**src/rtl/calc_operand_mux_pkg.sv**
```systemverilog
// rtl/calc_operand_mux_pkg.sv - shared mode constants and state type for the operand mux
package calc_mux_pkg;

  localparam logic MODE_FIXED = 1'b0;
  localparam logic MODE_RR    = 1'b1;

  typedef enum logic {
    EMPTY = 1'b0,
    FULL  = 1'b1
  } state_e;

endpackage

```
**src/rtl/calc_operand_mux_if.sv**
```systemverilog
// rtl/calc_operand_mux_if.sv - producer-side and consumer-side handshake bundle of the operand mux
interface calc_operand_mux_if #(
  parameter  int WIDTH  = 8,
  parameter  int NUM_CH = 4,
  localparam int SEL_W  = (NUM_CH > 1) ? $clog2(NUM_CH) : 1
);

  logic [NUM_CH-1:0]       in_valid;
  logic [NUM_CH*WIDTH-1:0] in_data;
  logic [NUM_CH-1:0]       in_ready;
  logic                    out_valid;
  logic [WIDTH-1:0]        out_data;
  logic [SEL_W-1:0]        out_ch;
  logic                    out_ready;

  modport master (
    output in_valid, in_data, out_ready,
    input  in_ready, out_valid, out_data, out_ch
  );

  modport slave (
    input  in_valid, in_data, out_ready,
    output in_ready, out_valid, out_data, out_ch
  );

endinterface

```
**src/rtl/calc_operand_mux_rr_arbiter.sv**
```systemverilog
// rtl/calc_operand_mux_rr_arbiter.sv - combinational round-robin search starting at ptr, wrapping modulo NUM_CH
module calc_rr_arbiter #(
  parameter  int NUM_CH = 4,
  localparam int SEL_W  = (NUM_CH > 1) ? $clog2(NUM_CH) : 1
) (
  input  logic [NUM_CH-1:0] valid,
  input  logic [SEL_W-1:0]  ptr,
  output logic [SEL_W-1:0]  grant,
  output logic              grant_found
);

  int idx;

  always_comb begin
    grant       = '0;
    grant_found = 1'b0;
    idx         = 0;
    for (int k = 0; k < NUM_CH; k++) begin
      // Explicit wrap keeps idx below NUM_CH even when NUM_CH is not a power of two.
      idx = int'(ptr) + k;
      if (idx >= NUM_CH) idx = idx - NUM_CH;
      for (int j = 0; j < NUM_CH; j++) begin
        if (!grant_found && (idx == j) && valid[j]) begin
          grant_found = 1'b1;
          grant       = SEL_W'(j);
        end
      end
    end
  end

endmodule

```
**src/rtl/calc_operand_mux.sv**
```systemverilog
// rtl/calc_operand_mux.sv - registered, handshaked N-channel operand mux (fixed select or round-robin)
// Optional sticky out-of-range select flag enabled by CALC_MUX_SELERR_EN.
module calc_operand_mux
  import calc_mux_pkg::*;
#(
  parameter  int WIDTH  = 8,
  parameter  int NUM_CH = 4,
  localparam int SEL_W  = (NUM_CH > 1) ? $clog2(NUM_CH) : 1
) (
  input  logic             clk,
  input  logic             rst,
  input  logic             mode,
  input  logic [SEL_W-1:0] sel,
`ifdef CALC_MUX_SELERR_EN
  output logic             sel_err,
`endif
  calc_operand_mux_if.slave bus
);

  state_e           state_q, state_d;
  logic [WIDTH-1:0] data_q, data_d;
  logic [SEL_W-1:0] ch_q, ch_d;
  logic [SEL_W-1:0] ptr_q, ptr_d;

  logic [SEL_W-1:0] rr_grant;
  logic             rr_found;
  logic [SEL_W-1:0] grant;
  logic             found;
  logic             can_accept;
  logic             accept;
  int               sel_int;

  assign sel_int = int'(sel);

  calc_rr_arbiter #(.NUM_CH(NUM_CH)) u_rr (
    .valid       (bus.in_valid),
    .ptr         (ptr_q),
    .grant       (rr_grant),
    .grant_found (rr_found)
  );

  always_comb begin
    grant = '0;
    found = 1'b0;
    if (mode == MODE_RR) begin
      grant = rr_grant;
      found = rr_found;
    end else begin
      // Out-of-range sel matches no channel, so it grants nothing.
      for (int i = 0; i < NUM_CH; i++) begin
        if ((sel_int == i) && bus.in_valid[i]) begin
          found = 1'b1;
          grant = SEL_W'(i);
        end
      end
    end
  end

  assign can_accept = (state_q == EMPTY) || bus.out_ready;
  assign accept     = found && can_accept && !rst;

  always_comb begin
    bus.in_ready = '0;
    for (int i = 0; i < NUM_CH; i++) begin
      bus.in_ready[i] = accept && (grant == SEL_W'(i));
    end
  end

  always_comb begin
    state_d = state_q;
    data_d  = data_q;
    ch_d    = ch_q;
    ptr_d   = ptr_q;
    if (accept) begin
      state_d = FULL;
      ch_d    = grant;
      for (int i = 0; i < NUM_CH; i++) begin
        if (grant == SEL_W'(i)) data_d = bus.in_data[i*WIDTH +: WIDTH];
      end
      if (mode == MODE_RR) begin
        ptr_d = (grant == SEL_W'(NUM_CH - 1)) ? '0 : grant + SEL_W'(1);
      end
    end else if (bus.out_ready) begin
      state_d = EMPTY;
    end
  end

  always_ff @(posedge clk) begin
    if (rst) begin
      state_q <= EMPTY;
      data_q  <= '0;
      ch_q    <= '0;
      ptr_q   <= '0;
    end else begin
      state_q <= state_d;
      data_q  <= data_d;
      ch_q    <= ch_d;
      ptr_q   <= ptr_d;
    end
  end

  assign bus.out_valid = (state_q == FULL);
  assign bus.out_data  = data_q;
  assign bus.out_ch    = ch_q;

`ifdef CALC_MUX_SELERR_EN
  logic sel_err_q;

  always_ff @(posedge clk) begin
    if (rst) begin
      sel_err_q <= 1'b0;
    end else if ((mode == MODE_FIXED) && (sel_int >= NUM_CH) && (|bus.in_valid)) begin
      sel_err_q <= 1'b1;
    end
  end

  assign sel_err = sel_err_q;
`endif

endmodule

```
**src/flat_wrapper.sv**
```systemverilog
// flat-port wrapper written by rule: the top's interface ports become plain ports
module calc_operand_mux_flat import calc_mux_pkg::*;
#(
  parameter  int WIDTH  = 8,
  parameter  int NUM_CH = 4,
  localparam int SEL_W  = (NUM_CH > 1) ? $clog2(NUM_CH) : 1
)
  (clk, rst, mode, sel, bus_in_valid, bus_in_data, bus_out_ready, bus_in_ready, bus_out_valid, bus_out_data, bus_out_ch);
  calc_operand_mux_if #(.WIDTH(WIDTH), .NUM_CH(NUM_CH)) bus_i ();
  input  logic clk;
  input  logic rst;
  input  logic mode;
  input  logic [SEL_W-1:0] sel;
  input wire logic [$bits(bus_i.in_valid)-1:0] bus_in_valid;
  input wire logic [$bits(bus_i.in_data)-1:0] bus_in_data;
  input wire logic [$bits(bus_i.out_ready)-1:0] bus_out_ready;
  output wire logic [$bits(bus_i.in_ready)-1:0] bus_in_ready;
  output wire logic [$bits(bus_i.out_valid)-1:0] bus_out_valid;
  output wire logic [$bits(bus_i.out_data)-1:0] bus_out_data;
  output wire logic [$bits(bus_i.out_ch)-1:0] bus_out_ch;
  assign bus_i.in_valid = bus_in_valid;
  assign bus_i.in_data = bus_in_data;
  assign bus_i.out_ready = bus_out_ready;
  assign bus_in_ready = bus_i.in_ready;
  assign bus_out_valid = bus_i.out_valid;
  assign bus_out_data = bus_i.out_data;
  assign bus_out_ch = bus_i.out_ch;
  calc_operand_mux #(.WIDTH(WIDTH), .NUM_CH(NUM_CH)) u_core (.clk(clk), .rst(rst), .mode(mode), .sel(sel), .bus(bus_i));
endmodule
```
**config.mk**
```make
export PLATFORM = sky130hd
export DESIGN_NAME = calc_operand_mux_flat
export DESIGN_NICKNAME = d
export VERILOG_FILES = /design/src/rtl/calc_operand_mux_pkg.sv /design/src/rtl/calc_operand_mux_if.sv /design/src/rtl/calc_operand_mux_rr_arbiter.sv /design/src/rtl/calc_operand_mux.sv /design/src/flat_wrapper.sv
export SDC_FILE = /design/constraint.sdc
export NUM_CORES = 1
export LEC_CHECK = 0
export BUFFER_PORTS_ARGS = -buffer_cell sky130_fd_sc_hd__buf_2
export CELL_PAD_IN_SITES_DETAIL_PLACEMENT = 0
export CELL_PAD_IN_SITES_GLOBAL_PLACEMENT = 1
export CORE_MARGIN = 2
export CORE_UTILIZATION = 25
export DETAILED_ROUTE_END_ITERATION = 16
export GPL_ROUTABILITY_DRIVEN = 0
export PLACE_DENSITY_LB_ADDON = 0.1
export RECOVER_POWER = 50
export SETUP_SLACK_MARGIN = 0.3
export SLEW_MARGIN = 20
export SYNTH_ARGS = -nofsm -noshare
export SYNTH_HDL_FRONTEND = slang
export SYNTH_HIERARCHICAL = 1
export SYNTH_SLANG_ARGS = --single-unit
```
**constraint.sdc**
```tcl
create_clock -name clk -period 4.8 [get_ports clk]
set_input_delay 0.48 -clock clk [delete_from_list [all_inputs] [get_ports clk]]
set_output_delay 0.48 -clock clk [all_outputs]
set_load 0.1 [all_outputs]
```
==> out/results.tsv <==
metric	value	unit
post-cts sizing count	0	
top_reg_cell synth	dfxtp_1	
drt via density	4.66	
Synth Instances	111	
warnings from Yosys	6	
vias in the first global route	1015	
max-cap viol count	0	
Worst-Margin Slew	1170	ps
Die W	68.8	µm
worst vdd ir	220	µV
Fmax	0.303	GHz
Avg WL per Cell	13.8	µm
first-pass GRT wire length	4.66	mm
Placed Cells	213	
Adder-Cell Fraction of Synth Area	4.77	%
DRT Pass-1 Iters	4	
final slew viol count	0	
io pins	57	
residual DRC count	0	
post-synth top area cell	dfxtp_1	
share of cells above drive strength 1	34.7	%
Cell Chain, Critical Path	and2b_1 > a2111oi_1 > nor2_1 > a21oi_1 > ha_1 > and3_1 > buf_2	
largest family of logic cells by synthesized area	simple AND/OR/NAND/NOR gates	
wirelength, routed	2.99	mm
Setup CP Type	reg -> out	
Skew-Pair Late Insertion Delay	240	ps
post-synthesis sequential area ratio	24.8	%
Sink Count	13	
hold_sp	u_core/bus.out_data[3]$_SDFFE_PP0P_	
ys async rst share	0	%
initial antenna violation count	0	
CTS clk-pin slew, worst paths	60	ps
CP bufs+invs	1	
FILL cells	452	
post-synthesis simple-gate area fraction	23.7	%
non-filler cells, final	217	
grt ovf	0	
clock buffer depth	2	
IO Port Bufs	56	
final period utilization	68.8	%
post-synthesis cell area	1050	µm²
Hold-fix buffers, CTS	0	
total CTS buffers	3	
Critical Path RT	4320	ps
Synth top cells by count	mux2i_1, dfxtp_1, nand2_1	
Synth top area share	24.8	%
PD cells	316	nW/µm²
cell with the most instances after synthesis	mux2i_1	
Hold Path Class	reg -> reg	
RSZ-0062 raised after global routing	no	
Syn-to-layout area delta	30.2	%
clk_skew	6.87	ps
DRT iter0 DRCs	25	
compound-cell area share of the yosys netlist	22.6	%
P_leak	0.672	nW
family with the most delay on the worst path	compound AO/OA/AOI/OAI gates	
worst reg2reg path startpoint	u_core/ptr_q[0]$_SDFFE_PP0P_	
status	finished clean	
Arr. time, crit path	2820	ps
sequential cell area	260	µm²
core box area	4030	µm²
starting density of the core	26.1	%
routed via count	1012	
Post-synth EDFFs	0	
Yosys reg bits	13	
Die H	68.8	µm
largest net degree at the start of global routing	15	
synth top area cells	dfxtp_1, mux2i_1, a211o_1, ha_1, o22ai_1	
pre-CTS setup slack	1650	ps
ANT cells	0	
nets	214	
Avg Cell Area, Syn	9.46	µm²
Worst path max stage delay	590	ps
XOR/XNOR Fraction of Synth Area	0	%
minimum clock period	3300	ps
Multi-input gate area	716	µm²
Slew HR	22.5	%
CP startpoint	u_core/ptr_q[0]$_SDFFE_PP0P_	
Final Hold Viols	0	
Root Buffer	clkbuf_8	
DP Wirelength	2.38	mm
Netlist cell types	35	
mux contribution to synthesized area	19.1	%
Rows	23	
Tot GR Track Use	13.6	%
post-route ant nets	0	
Startpoint Class	flip-flop	
slowest CP cell	ha_1	
syn nets	157	
Post-Route Setup TNS	0	ps
die area	4730	µm²
setup slack after layout	1500	ps
CP Max Fanout	10	
Setup crit end kind	output port	
# setup viols final	0	
Setup Buffers After CTS	0	
CTS tree	done	
H-Tree Depth	1	
where the power goes:
| group | switching, mW | leakage (nW) | total [mW] | internal [mW] |
|---|---|---|---|---|
| clock | 0.0389 | 0.0255 | 0.0962 | 0.0573 |
| sequential | 0.00690 | 0.107 | 0.127 | 0.120 |
| combinational | 0.151 | 0.539 | 0.209 | 0.0578 |
| total | 0.197 | 0.672 | 0.432 | 0.235 |
worst register-to-register path, stage by stage (launching register included):
cell and delay [ps]:
dfxtp_1 350, and2b_1 210, a2111oi_1 370, nor2_1 70, a21oi_1 310, ha_1 590
mux2i_1 200, a2111oi_2 360, and3_1 200, a31o_1 90
per-layer routing:
layer / track usage, % / part of all wire [%] / up-vias
met3: 2.44 / 6.6 / 4
li1: - / - / 529
met5: 0 / 0 / -
met4: 5.88 / 1.7 / 0
met2: 21.0 / 42 / 30
met1: 18.5 / 50 / 449
sequential cells by signal, summed over array words and instances, names as in the netlist:
signal / cells
u_core/bus.out_data: 8
u_core/bus.out_ch: 2
u_core/bus.out_valid: 1
u_core/ptr_q: 2
kinds of logic (layout without fill, tap and decap cells):
family                   after synthesis  in the layout
adder cells (fa/ha/maj)                4              4
AND/OR/NAND/NOR                       37             37
buffers and inverters                  8             64
AO/OA/AOI/OAI                         29             29
multiplexers                          20             20
flip-flops                            13             13
cell usage in the layout, fill, tap and decap left out, types with 2 or more instances in the layout:
master	netlist	layout
a211o_1	7	7
a21oi_1	6	6
and3_1	5	5
buf_2	0	45
clkbuf_1	1	11
clkbuf_8	0	3
dfxtp_1	13	13
ha_1	4	4
inv_1	3	3
mux2i_1	20	20
nand2_1	9	9
nand2b_1	2	2
nor2_1	5	5
nor2b_1	3	4
nor3b_1	3	3
o22ai_1	7	7
final cells by class:
cell class | instances | area share [%]
Multi-Input combinational cell | 90 | 52.4
Timing Repair Buffer | 56 | 19.5
Sequential cell | 13 | 19.0
Tap cell | 50 | 4.58
Clock buffer | 3 | 3.02
Inverter | 4 | 1.10
Clock inverter | 1 | 0.366
metrics by stage:
stage               utilization, %  total power, mW  area (µm²)  hold WS [ps]
floorplan                        -            0.300        1050           543
global placement              33.6            0.344        1360           446
detailed placement            33.6            0.343        1360           450
CTS                           34.8            0.442        1400           460
global route                  33.9            0.454        1370           475
finish                        33.9            0.432        1370           461
worst paths after layout:
kind	cells past startpoint	slack, ps	to
setup / recovery	7	1500	bus_in_ready[1]
hold / removal	2	460	u_core/bus.out_data[3]$_SDFFE_PP0P_
setup reg to reg	9	2000	u_core/bus.out_data[6]$_SDFFE_PP0P_
hold reg to reg	2	460	u_core/bus.out_data[3]$_SDFFE_PP0P_
Note: power is estimated with default switching activity, not from simulation.
